$ cat src/rtl/riscv_pkg.sv
// Shared types for the instruction/data memory arbiter: response owner
// encoding, the flattened single-port memory request, and an address helper.
package riscv_pkg;

  // Who the memory read data returned this cycle belongs to.
  typedef enum logic [1:0] {
    OWNER_NONE  = 2'd0,
    OWNER_INSTR = 2'd1,
    OWNER_DATA  = 2'd2
  } mem_owner_t;

  // One single-port memory request, as presented for one cycle.
  typedef struct packed {
    logic        req;
    logic        we;
    logic [31:0] addr;
    logic [31:0] wdata;
    logic [3:0]  be;
  } mem_req_t;

  // Instruction fetches always read the whole word.
  localparam logic [3:0] BE_ALL = 4'hF;

  // Memory is word addressed; the byte offset is carried by the byte enables.
  function automatic logic [31:0] word_align(input logic [31:0] byte_addr);
    return {byte_addr[31:2], 2'b00};
  endfunction

endpackage

$ cat src/rtl/simple_mem_arbiter.sv
// Arbitrates a fetch port and a load/store port onto one single-port memory.
// Data wins ties unless the fetch port has been starved STARVE_LIMIT cycles.
// Grants are combinational; read responses are steered one cycle later by a
// registered owner tag.
module simple_mem_arbiter
  import riscv_pkg::*;
#(
  parameter int STARVE_LIMIT = 4
) (
  input  logic        clk_i,
  input  logic        rstn_i,
  // instruction fetch port
  input  logic        ireq_i,
  input  logic [31:0] iaddr_i,
  output logic        igrant_o,
  output logic        irvalid_o,
  output logic [31:0] irdata_o,
  input  logic        iflush_i,
  // load/store port
  input  logic        dreq_i,
  input  logic        dwe_i,
  input  logic [31:0] daddr_i,
  input  logic [31:0] dwdata_i,
  input  logic [3:0]  dbe_i,
  output logic        dgrant_o,
  output logic        drvalid_o,
  output logic [31:0] drdata_o,
  // memory port
  output logic        mem_req_o,
  output logic        mem_we_o,
  output logic [31:0] mem_addr_o,
  output logic [31:0] mem_wdata_o,
  output logic [3:0]  mem_be_o,
  input  logic [31:0] mem_rdata_i
);

  localparam int CW = ($clog2(STARVE_LIMIT + 1) > 0) ? $clog2(STARVE_LIMIT + 1) : 1;
  localparam logic [CW-1:0] LIMIT = CW'(STARVE_LIMIT);

  logic [CW-1:0] starve_q, starve_d;
  mem_owner_t    owner_q,  owner_d;
  logic          force_instr;
  logic          igrant;
  logic          dgrant;
  mem_req_t      mreq;

  // Byte offsets are not forwarded; memory is word addressed.
  logic unused_addr_lsbs;
  assign unused_addr_lsbs = ^{iaddr_i[1:0], daddr_i[1:0]};

  // Pick a winner: data by default, fetch when starved or alone. Nothing is
  // granted while reset is held.
  always_comb begin
    force_instr = ireq_i && (starve_q == LIMIT);
    dgrant      = rstn_i && dreq_i && !force_instr;
    igrant      = rstn_i && ireq_i && !dgrant;
  end

  // Starvation counter: counts denied fetch cycles, saturates, clears on a
  // fetch grant or an idle fetch port.
  always_comb begin
    starve_d = starve_q;
    if (!ireq_i || igrant) begin
      starve_d = '0;
    end else if (starve_q != LIMIT) begin
      starve_d = starve_q + 1'b1;
    end
  end

  // Tag the response slot of the next cycle; stores produce no response.
  always_comb begin
    owner_d = OWNER_NONE;
    if (igrant) begin
      owner_d = OWNER_INSTR;
    end else if (dgrant && !dwe_i) begin
      owner_d = OWNER_DATA;
    end
  end

  // Build the memory request for the winner; all zero when idle.
  always_comb begin
    mreq = '0;
    if (igrant) begin
      mreq.req  = 1'b1;
      mreq.we   = 1'b0;
      mreq.addr = word_align(iaddr_i);
      mreq.be   = BE_ALL;
    end else if (dgrant) begin
      mreq.req   = 1'b1;
      mreq.we    = dwe_i;
      mreq.addr  = word_align(daddr_i);
      mreq.wdata = dwdata_i;
      mreq.be    = dbe_i;
    end
  end

  // Arbitration state; reset discards any pending response.
  always_ff @(posedge clk_i or negedge rstn_i) begin
    if (!rstn_i) begin
      starve_q <= '0;
      owner_q  <= OWNER_NONE;
    end else begin
      starve_q <= starve_d;
      owner_q  <= owner_d;
    end
  end

  assign igrant_o    = igrant;
  assign dgrant_o    = dgrant;
  assign mem_req_o   = mreq.req;
  assign mem_we_o    = mreq.we;
  assign mem_addr_o  = mreq.addr;
  assign mem_wdata_o = mreq.wdata;
  assign mem_be_o    = mreq.be;

  // Steer read data to whichever port owns this response cycle. A flushed
  // fetch response is simply dropped.
  always_comb begin
    irvalid_o = rstn_i && (owner_q == OWNER_INSTR) && !iflush_i;
    drvalid_o = rstn_i && (owner_q == OWNER_DATA);
    irdata_o  = irvalid_o ? mem_rdata_i : 32'h0;
    drdata_o  = drvalid_o ? mem_rdata_i : 32'h0;
  end

endmodule

$ cat config.mk
export PLATFORM = sky130hd
export DESIGN_NAME = simple_mem_arbiter
export DESIGN_NICKNAME = d
export VERILOG_FILES = /design/src/rtl/riscv_pkg.sv /design/src/rtl/simple_mem_arbiter.sv
export SDC_FILE = /design/constraint.sdc
export NUM_CORES = 1
export LEC_CHECK = 0
export CAP_MARGIN = 0
export CORE_AREA = 2 2 106 108
export DETAILED_ROUTE_END_ITERATION = 10
export DIE_AREA = 0 0 108 110
export DONT_BUFFER_PORTS = 1
export PLACE_DENSITY = 0.3
export SLEW_MARGIN = 20
export SYNTH_ARGS = -nofsm -noshare
export SYNTH_HDL_FRONTEND = slang
export SYNTH_SLANG_ARGS = --single-unit
$ cat constraint.sdc
create_clock -name clk_i -period 3.3 [get_ports clk_i]
set_clock_uncertainty 0.15 [all_clocks]
set_input_delay 0.33 -clock clk_i [delete_from_list [all_inputs] [get_ports clk_i]]
set_output_delay 0.33 -clock clk_i [all_outputs]
set_load 0.03 [all_outputs]
==> run_results.csv <==
group,metric,value,unit
floorplanning,core.rowCount,38,
worst_setup_path,arrival,2280,ps
pwr,cellPowerDensity,267,nW/um2
worst_setup_path,number_of_cells_on_the_worst_reg_to_reg_path,6,
sta,grt_setup_unrepaired,"no",
worst_setup_path,timing.critical_path.to_type,"output port",
pwr,p_total,0.401,mW
clock_network,max-clock-path-buffers,2,
global_routing,grt_start_max_net_pins,38,
finish,ff_latch_area,125,um2
finish,layout_commonest_cell,"and2_1",
global_routing,use_met1,0.0784,
synthesis,ys_ff_latch,5,
clock_network,clock-sinks,5,
floorplanning,floorplan.core_area,10700,um2
sta,fin_tns_setup,0,ps
worst_setup_path,path_max_fanout,33,
finish,layout_common_cells,"and2_1, a22o_1, buf_4",
global_routing,use_met3,0.0241,
worst_hold_path,min_path_type,"in2reg",
finish,layout.filler_cells,1239,
finish,finish.utilization,0.140,
clock_network,clk_pin_slew_worst_paths,40,ps
pwr,p_sw,0.206,mW
clock_network,worstSkewPairLatency,220,ps
synthesis,yosys_warnings,0,
global_routing,groute.usage.overall,0.0784,
route,dr.pass1.iters,3,
finish,area_added_between_synthesis_and_finish,12.3,%
finish,final_nets,319,
synthesis,seq_area_frac_synth,0.0937,
worst_setup_path,crit_required,2820,ps
pwr,power.share.switching,0.514,
global_routing,antenna_found_initial,0,
sta,finalMaxSlewViolations,0,
synthesis,synthDominantCellAreaShare,0.455,
placed_design,detailed_place_hpwl,5.08,mm
sta,worstMarginPinSlew,846,ps
sta,finalHoldViolations,0,
sta,final_min_period_over_clock_period,0.836,
finish,multiInputGateArea,1080,um2
finish,layout-drive-gt1-share,0.0787,
clock_network,cts_tree,"yes",
global_routing,grt.overflow.total,0,
finish,n_antenna_cell,0,
worst_setup_path,start_kind,"flip-flop",
floorplanning,fp.dieH,110,um
placed_design,routabilityCongestion,0.741,
clock_network,cts_buffers,3,
clock_network,htree_num_levels,1,
outcome,outcome,"completed",
sta,number_of_setup_violations_in_the_final_report,0,
floorplanning,num_io_pins,276,
route,drt_first_iter_violations,31,
synthesis,synthDominantAreaCellType,"and2_1",
run,cap_violations,0,
pwr,comb_power_share,0.546,
synthesis,netlist-cell-type-count,28,
clock_network,cts_post_setup_buffers_inserted,0,
sta,fmax,0.363,GHz
sta,period_minus_slack,2760,ps
route,drc,0,
synthesis,synth.cell_area,1340,um2
route,via_per_inst,4.34,
floorplanning,floorplan.die_area,11900,um2
pwr,power.sequential.fraction,0.170,
route,finalWirelength,5.69,mm
clock_network,clock_tree.root_cell,"clkbuf_8",
synthesis,synth_cells,183,
global_routing,via_count_of_the_first_global_routing_pass,1146,
global_routing,grt-busiest-layer,"met2",
floorplanning,effective_utilization_at_floorplan,0.125,
pwr,p_leak,0.625,nW
synthesis,synthTopCellsByArea,"and2_1, a22o_1, dfrtp_1",
pwr,max-vdd-ir-drop,0.105,mV
placed_design,port_buffer_cells,0,
placed_design,dp.cells,313,
sta,worst_slew_margin_rel,0.435,
route,avgRoutedWirePerCell,17.9,um
worst_setup_path,criticalPathCategory,"reg2out",
pwr,p_int,0.195,mW
global_routing,grt_util_met2,0.164,
sta,worst_hold_slack,48.2,ps
worst_hold_path,min_path_cells,1,
route,num_vias,1380,
route,antenna_left,0,
global_routing,grt_first_pass_wirelength,6.91,mm
synthesis,synthesis.area_per_instance,7.30,um2
floorplanning,die_x,108,um
finish,finalNonFillerCells,318,
pwr,power_frac_clock,0.283,
[worst paths after layout]
path	startpoint	end	slack, ps
worst max-delay path	starve_q[0]	mem_addr_o[2]	540
worst min-delay path	dwe_i	owner_q[1]	50
worst max register to register	starve_q[0]	starve_q[2]	1190
worst min register to register	starve_q[0]	starve_q[0]	430
max in group asynchronous	rstn_i	starve_q[1]	2470
min in group asynchronous	rstn_i	starve_q[2]	290
[synthesized netlist by cell type]
library cell	n
a21o_1	1
buf_2	3
clkbuf_1	2
nor2_1	2
and2_1	97
conb_1	1
nor3_4	1
ha_1	2
a22o_1	30
inv_1	3
and3b_1	1
or3_1	2
buf_4	7
nand3_2	1
inv_2	1
a21oi_2	1
nand3_1	3
nand2_1	4
clkbuf_2	2
dfrtp_1	5
o21a_1	4
o21ai_0	1
a21oi_1	1
nor3_1	1
nand3b_1	1
a31oi_1	1
nand2b_1	1
buf_6	4
[power groups by stage]
stage               Clock (mW)  Combinational [mW]  Sequential, mW
finish                   0.114               0.219          0.0682
global route             0.120               0.230          0.0686
CTS                      0.115               0.222          0.0683
detailed placement           0               0.219          0.0690
global placement             0               0.219          0.0689
floorplan                    0               0.203          0.0684
[cell families after synthesis]
group                    share of synthesized area
AND/OR/NAND/NOR                              0.532
other                                      0.00281
flip-flops                                  0.0937
buffers and inverters                        0.109
AO/OA/AOI/OAI                                0.244
adder cells (fa/ha/maj)                     0.0187
[flip-flops by register name, summed over array words and instances (netlist names)]
signal	count
starve_q	3
owner_q	2
[repair_timing]
item / CTS / global route
hold buffers: 1 / 0
endpoints found under the hold margin: 5 / 0
resized for setup: 0 / 0
[worst max-delay path, cell delays in order (launching register included)]
cell and delay, ps:
dfrtp_1 370, inv_1 100, ha_1 210, nand2_1 170, a21oi_4 720, a22o_1 480
[layer usage]
metal	share of wire	vias to the layer above
li1	-	598
met1	0.31	619
met2	0.56	163
met3	0.12	0
met4	0	0
met5	0	-
[stage by stage]
| step | cell area [um2] | setup slack, ps |
|---|---|---|
| 2_1_floorplan | 1340 | 1270 |
| 3_3_place_gp | 1440 | 801 |
| 3_5_place_dp | 1440 | 773 |
| 4_1_cts | 1500 | 533 |
| 5_1_grt | 1500 | 407 |
| 6_report | 1500 | 542 |
[final cells by class]
type,instances,area share
Sequential cell,5,0.0835
Tap cell,140,0.117
Inverter,4,0.0100
Multi-Input combinational cell,157,0.718
Timing Repair Buffer,8,0.0417
Clock buffer,4,0.0301
(Power assumes the default switching activity.)
